**config.mk**
```make
export PLATFORM = sky130hd
export DESIGN_NAME = regfile_param
export DESIGN_NICKNAME = d
export VERILOG_FILES = /design/src/rtl/regfile_param.sv
export SDC_FILE = /design/constraint.sdc
export NUM_CORES = 1
export LEC_CHECK = 0
export ABC_CLOCK_PERIOD_IN_PS = 7960
export CORE_MARGIN = 8
export CORE_UTILIZATION = 35
export CTS_BUF_LIST = sky130_fd_sc_hd__clkbuf_8
export CTS_CLUSTER_DIAMETER = 150
export DETAILED_ROUTE_END_ITERATION = 7
export PLACE_DENSITY_LB_ADDON = 0.08
export SLEW_MARGIN = 20
export SYNTH_ARGS = -nofsm -noshare
export SYNTH_HDL_FRONTEND = slang
export SYNTH_SLANG_ARGS = --single-unit
```
**constraint.sdc**
```tcl
create_clock -name clk -period 7.96 [get_ports clk]
set_input_delay 1.592 -clock clk [delete_from_list [all_inputs] [get_ports clk]]
set_output_delay 1.592 -clock clk [all_outputs]
set_load 0.01 [all_outputs]
```
**src/rtl/regfile_param.sv**
```systemverilog
// regfile_param: parametrised 2-read / 1-write register file with a
// built-in clear sequencer. The storage array has no reset. After reset, or
// on clear_req, a sweep writes zero to every entry, and busy masks the read
// ports until the sweep completes.
//
// Parameters:
//   XLEN     data width in bits
//   DEPTH    number of entries (power of two, >= 2)
//   ZERO_REG 1 = entry 0 reads as zero and ignores writes
//   BYPASS   1 = a read of the entry being written returns dataIn in the same cycle
//   AW       address width (derived from DEPTH)
//
// Ports:
//   clk        rising-edge clock
//   reset      asynchronous active-high reset (starts a sweep)
//   clear_req  single-cycle request to re-zero the file (ignored mid-sweep)
//   regWrite   write enable
//   Addr1      read port 1 address
//   Addr2      read port 2 address
//   Addr3      write address
//   dataIn     write data
//   baseAddr   read port 1 data
//   writeData  read port 2 data
//   busy       high while a clear sweep is in progress
module regfile_param #(
  parameter  int XLEN     = 32,
  parameter  int DEPTH    = 32,
  parameter  bit ZERO_REG = 1'b1,
  parameter  bit BYPASS   = 1'b1,
  localparam int AW       = $clog2(DEPTH)
) (
  input  logic            clk,
  input  logic            reset,
  input  logic            clear_req,
  input  logic            regWrite,
  input  logic [AW-1:0]   Addr1,
  input  logic [AW-1:0]   Addr2,
  input  logic [AW-1:0]   Addr3,
  input  logic [XLEN-1:0] dataIn,
  output logic [XLEN-1:0] baseAddr,
  output logic [XLEN-1:0] writeData,
  output logic            busy
);

  typedef enum logic {CLEAR, READY} state_t;

  state_t          state, state_nxt;
  logic [AW-1:0]   clr_idx, clr_idx_nxt;
  logic [XLEN-1:0] mem [DEPTH];
  logic            wr_ok;

  always_ff @(posedge clk or posedge reset) begin
    if (reset) begin
      state   <= CLEAR;
      clr_idx <= '0;
    end else begin
      state   <= state_nxt;
      clr_idx <= clr_idx_nxt;
    end
  end

  always_comb begin
    state_nxt   = state;
    clr_idx_nxt = clr_idx;
    case (state)
      CLEAR: begin
        if (clr_idx == AW'(DEPTH - 1)) begin
          state_nxt   = READY;
          clr_idx_nxt = '0;
        end else begin
          clr_idx_nxt = clr_idx + AW'(1);
        end
      end
      READY: begin
        if (clear_req) begin
          state_nxt   = CLEAR;
          clr_idx_nxt = '0;
        end
      end
      default: begin
        state_nxt   = CLEAR;
        clr_idx_nxt = '0;
      end
    endcase
  end

  assign busy  = (state == CLEAR);
  assign wr_ok = regWrite && !busy && !(ZERO_REG && (Addr3 == '0));

  // A single write port keeps the array RAM-inferable. The sweep and normal
  // writes are mutually exclusive because both depend on busy.
  always_ff @(posedge clk) begin
    if (busy)
      mem[clr_idx] <= '0;
    else if (wr_ok)
      mem[Addr3] <= dataIn;
  end

  // The overrides are applied from lowest to highest priority, so busy wins
  // over the zero register, and the zero register wins over the bypass.
  always_comb begin
    baseAddr = mem[Addr1];
    if (BYPASS && wr_ok && (Addr1 == Addr3)) baseAddr = dataIn;
    if (ZERO_REG && (Addr1 == '0))           baseAddr = '0;
    if (busy)                                baseAddr = '0;
  end

  always_comb begin
    writeData = mem[Addr2];
    if (BYPASS && wr_ok && (Addr2 == Addr3)) writeData = dataIn;
    if (ZERO_REG && (Addr2 == '0))           writeData = '0;
    if (busy)                                writeData = '0;
  end

endmodule
```
==> out/results.ini, run 1 <==
[timing]
relSlewSlack=0.228
setup_viol=0
finalHoldViolCount=0
grt_setup_unrepaired=false
finClkSkew_ns=0.0248
drv_slew=0
worst_slack_ns=0.763
clock.fmax_mhz=139
worstMarginPinSlew_ns=1.16
setup_tns_ns=0
fin_crit_ns=7.20
period_share=0.904

[detailed_routing]
wl_per_cell_um=38.1
vias_per_cell=6.20
drc=0
ant_nets=0
drtIter0Drc=3054
wl_um=174000
drt_pass1_iterations=6
vias=28300

[clock_tree]
holdBufCountCts=0
clock-sinks=1030
insertion_delay_ns=0.88
clk_pin_slew_worst_paths_ns=0.06
clock-root-buffer=clkbuf_8
cts_resized=0
post_cts_buffers=0
htree_levels=4
cts_tree=built
cts_buffers=178
clk_path_buf_depth=3

[placement]
placed_area_um2=52100
gp_congestion=0.812
place_ws_ns=0.964
portBuffers=115
dpl.hpwl_um=103000

[global_route]
grt_usage=0.228
grt_pass1_vias=29800
grt_pass1_wl_um=241000
antenna_found_initial=9
grt_max_degree=79
overflow=0

[cells_and_area]
n_fill_cell=12100
multiInputGateArea_um2=16600
mostFrequentLayoutCells=1,024 x edfxtp_1, 512 x mux4_2, 178 x clkbuf_8, 107 x clkdlybuf4s50_1, 104 x buf_4
nNetsFinal=2693
layout_commonest_cell=edfxtp_1
final_area_um2=55300
drive_gt1_frac=0.332
synthToLayoutAreaGrowth_pct=15.0
register_area_um2=30900

[synthesis]
synth-seq-cells=1030
synth.largest_area_cell=edfxtp_1
syn_area_per_cell_um2=19.8
synth_nets=2477
synthCells=2424
syn_area_um2=48100
seq_area_frac_synth=0.642
synth_edf_count=1024
synth_top_flop_cell=edfxtp_1
yosysWarnings=0
synthTopCellsByArea=edfxtp_1 64%, mux4_2 24%, a211oi_1 1.5%
synthArstFlopShare=0.00583
ys_types=44
yosys.area.top_type_share=0.639

[setup_path]
crit_type=in -> out
critical_path.startpoint_type=input port
worstPathRequired_ns=6.37
critPathArrivalTime_ns=5.60
cp_max_fo=33
worst_setup_path_end_kind=primary output

[pwr]
power_per_cell_area_nw_per_um2=261
p_leak_nw=17.6
irDropWorstVdd_mv=0.192

[status]
status=completed

[die]
die-height_um=387
core-area_um2=137000
initial_utilization=0.351
die_area_um2=150000
die_width_um=387
io_pins=116
fp-row-count=136

[min_path]
hp-class=reg -> reg

[job]
max_cap_violations=0

==> synthesized netlist by cell type (10+ instances only) <==
cell type and count:
nand2_1 49, and2_1 58, mux2i_1 67, edfxtp_1 1024
nor3_1 36, o22ai_1 64, xnor2_1 10, a221o_1 64
a21oi_1 36, a211oi_1 98, nor2b_1 46, buf_2 66
nor2_1 37, mux4_2 512, buf_1 17, a22oi_1 60
clkbuf_1 105
==> flip-flops by register name, summed over array words and instances (netlist names) <==
| signal | flops |
|---|---|
| mem | 1024 |
| clr_idx | 5 |
| state | 1 |
==> layout make-up <==
cell class | count | share of cell area
antenna | 7 | 0.000317
clock buffer | 178 | 0.0443
clock inverter | 132 | 0.0127
inverter | 7 | 0.000475
multi-input combinational | 1184 | 0.300
sequential | 1030 | 0.559
tap | 1794 | 0.0406
timing repair buffer | 239 | 0.0430
==> worst max-delay path, cell delays in order <==
cell and delay [ns]:
clkdlybuf4s50_1 0.54, or2_4 0.34, o41ai_1 0.78, o311ai_4 0.17, buf_4 0.36, a211oi_1 0.92
a221o_1 0.24, clkdlybuf4s50_1 0.56
==> cell families after synthesis <==
kind of cell / Yosys count / synth area share
flops: 1030 / 0.642
buf+inv: 210 / 0.0198
compound gates: 341 / 0.0535
xor+xnor: 10 / 0.00182
simple gates: 250 / 0.0279
mux: 581 / 0.254
fa+ha+maj: 2 / 0.000520
==> where the power goes <==
part | internal [W] | switching [W]
Sequential | 0.00677 | 0.000243
Combinational | 0.00104 | 0.00198
Clock | 0.00216 | 0.00227
==> final timing paths <==
kind | start | endpoint | slack [ns] | depth (start not counted)
max | Addr3[4] | writeData[7] | 0.76 | 8
min | clr_idx[4]$_DFFE_PP0P_ | clr_idx[4]$_DFFE_PP0P_ | 0.61 | 2
max reg2reg | state$_DFF_PP0_ | mem[16][31]$_DFFE_PP_ | 3.91 | 6
min reg2reg | clr_idx[4]$_DFFE_PP0P_ | clr_idx[4]$_DFFE_PP0P_ | 0.61 | 2
max in group asynchronous | reset | clr_idx[4]$_DFFE_PP0P_ | 6.84 | 2
min in group asynchronous | reset | clr_idx[3]$_DFFE_PP0P_ | 0.93 | 2
==> metal layers <==
metal / vias up / wire length, um / global-route usage
met4: 2 / 5400 / 0.0740
met2: 1381 / 80900 / 0.358
met3: 327 / 13500 / 0.0496
met1: 15500 / 74200 / 0.317
li1: 11100 / - / -
met5: - / 13 / 0
==> stage by stage <==
stage          hold WS (ns)  power (W)  std cells  utilization
2_1_floorplan         0.519    0.00857       2424            -
3_3_place_gp          0.588     0.0101       4252        0.380
3_5_place_dp          0.596     0.0101       4253        0.380
4_1_cts               0.604     0.0146       4563        0.403
5_1_grt               0.663     0.0150       4567        0.404
6_report              0.612     0.0145       4571        0.404
No activity file was read; power rests on OpenSTA's default activity.
==> run 2: changes to the inputs <==
--- a/config.mk
+++ b/config.mk
@@ -11,7 +11,9 @@
 export CTS_BUF_LIST = sky130_fd_sc_hd__clkbuf_8
 export CTS_CLUSTER_DIAMETER = 150
 export DETAILED_ROUTE_END_ITERATION = 7
+export GPL_TIMING_DRIVEN = 0
 export PLACE_DENSITY_LB_ADDON = 0.08
+export RECOVER_POWER = 50
 export SLEW_MARGIN = 20
 export SYNTH_ARGS = -nofsm -noshare
 export SYNTH_HDL_FRONTEND = slang
==> out/results.ini, run 2 (synthesized netlist as in run 1, its figures left out) <==
[setup_path]
critical_path.startpoint_type=input port
critPathArrivalTime_ns=6.24
cp_max_fo=10
path_cells=clkdlybuf4s50_1, clkbuf_1, clkbuf_1, nand2_1, o22ai_1, nor3_1, a221o_1, clkdlybuf4s50_1
cpMaxStageDelayCell=clkbuf_1
worstPathRequired_ns=6.37
cpLargestDelayFamily=buffers and inverters
worst_setup_path_end_kind=primary output
cp.buffers_inverters=4
crit_type=in -> out
max_stage_delay_ns=0.78

[placement]
portBuffers=106
dpl.hpwl_um=135000
gp_congestion=0.881
place_ws_ns=0.291

[detailed_routing]
wl_um=191000
vias=29600
vias_per_cell=6.27
drt_pass1_iterations=8
drtIter0Drc=3852
wl_per_cell_um=40.6
drc=0
ant_nets=0

[cells_and_area]
largest_register=mem
drive_gt1_frac=0.320
synthToLayoutAreaGrowth_pct=17.2
largest_reg_flops=1024
layout_commonest_cell=edfxtp_1
reg_top3=mem (1024), clr_idx (5), state (1)
utilization=0.411
mostFrequentLayoutCells=1,024 x edfxtp_1, 512 x mux4_2, 192 x clkbuf_8, 102 x clkdlybuf4s50_1, 98 x a211oi_1
nNetsFinal=2837

[die]
core-area_um2=137000
die-height_um=387
initial_utilization=0.351
die_width_um=387
fp-row-count=136
io_pins=116
die_area_um2=150000

[global_route]
grt_usage=0.250
overflow=0
grt_max_degree=33
grt_pass1_vias=30600
grt_pass1_wl_um=260000
antenna_found_initial=6

[timing]
setup_viol=0
setup_tns_ns=0
relSlewSlack=-0.321
worst_slack_ns=0.125
period_share=0.984
fin_crit_ns=7.84
worstMarginPinSlew_ns=1.98
holdWs_ns=0.650
grt_setup_unrepaired=false
clock.fmax_mhz=128
finalHoldViolCount=0
drv_slew=1001
finClkSkew_ns=0.0482

[status]
status=finished, violations left
violations=max-capacitance violations, max-slew violations

[clock_tree]
htree_levels=4
cts_buffers=184
clock-sinks=1030
clk_path_buf_depth=3
post_cts_buffers=0
cts_tree=built
clock-root-buffer=clkbuf_8
clk_pin_slew_worst_paths_ns=0.05
cts_resized=0
holdBufCountCts=0
insertion_delay_ns=0.92

[min_path]
hp-class=reg -> reg

[pwr]
p_leak_nw=18.0
irDropWorstVdd_mv=0.161
power_per_cell_area_nw_per_um2=262

[job]
max_cap_violations=31

[run 2: cell count changes in the layout (fill, tap and decap cells not counted), moves of 11 or more]
cell      previous run  this run
and2_2              13         0
buf_12              20        31
buf_16               1        29
and2_0               0        32
clkbuf_1             0        94
clkbuf_8           178       192
and2_1              44        26
buf_2                0        74
buf_4              104        10
clkbuf_2             0        17
[run 2: worst paths after layout]
path | from | end | slack [ns] | cells after the start
hold reg to reg | clr_idx[4]$_DFFE_PP0P_ | clr_idx[4]$_DFFE_PP0P_ | 0.65 | 2
max in group asynchronous | reset | clr_idx[2]$_DFFE_PP0P_ | 6.68 | 2
setup / recovery | Addr1[4] | baseAddr[28] | 0.12 | 8
setup reg to reg | state$_DFF_PP0_ | mem[10][8]$_DFFE_PP_ | 3.56 | 6
hold / removal | clr_idx[4]$_DFFE_PP0P_ | clr_idx[4]$_DFFE_PP0P_ | 0.65 | 2
min in group asynchronous | reset | state$_DFF_PP0_ | 1.07 | 2
[run 2: area by class of cell]
type / instances / area, um^2
clock inverters: 128 / 608
flip-flops and latches: 1030 / 30900
inverters: 7 / 26.3
plain buffers: 203 / 958
well taps: 1794 / 2240
fillers: 12200 / 80600
multi-input cells: 1184 / 16400
diodes: 4 / 10.0
repair buffers: 174 / 2520
clock buffers: 192 / 2640
[run 2: per-stage QoR]
stage,power [W],area [um^2],std cells
CTS,0.0149,56600,4711
finish,0.0148,56400,4716
floorplan,0.00857,48100,2424
global placement,0.00995,51400,4324
detailed placement,0.0103,53300,4391
global route,0.0152,56400,4713
[run 2: per-layer routing]
layer | up-vias | share of wire | GRT usage
met4 | 2 | 0.032 | 0.0835
li1 | 11400 | - | -
met1 | 16200 | 0.42 | 0.352
met3 | 300 | 0.092 | 0.0616
met2 | 1711 | 0.45 | 0.383
met5 | - | 0.000068 | 0
[run 2: report_power, final]
group,internal [W],leakage [nW],switching (W)
registers,0.00678,9.63,0.000241
logic,0.00120,6.48,0.00200
clock network,0.00230,1.89,0.00227
total,0.0103,18.0,0.00451
[run 2: worst register-to-register path: stages, from the launching register on]
cell and delay, ns:
dfrtp_1 0.40, and2_0 0.14, clkbuf_1 0.34, o41a_1 0.62
a21oi_1 0.55, nor2_1 0.85, clkbuf_1 1.07
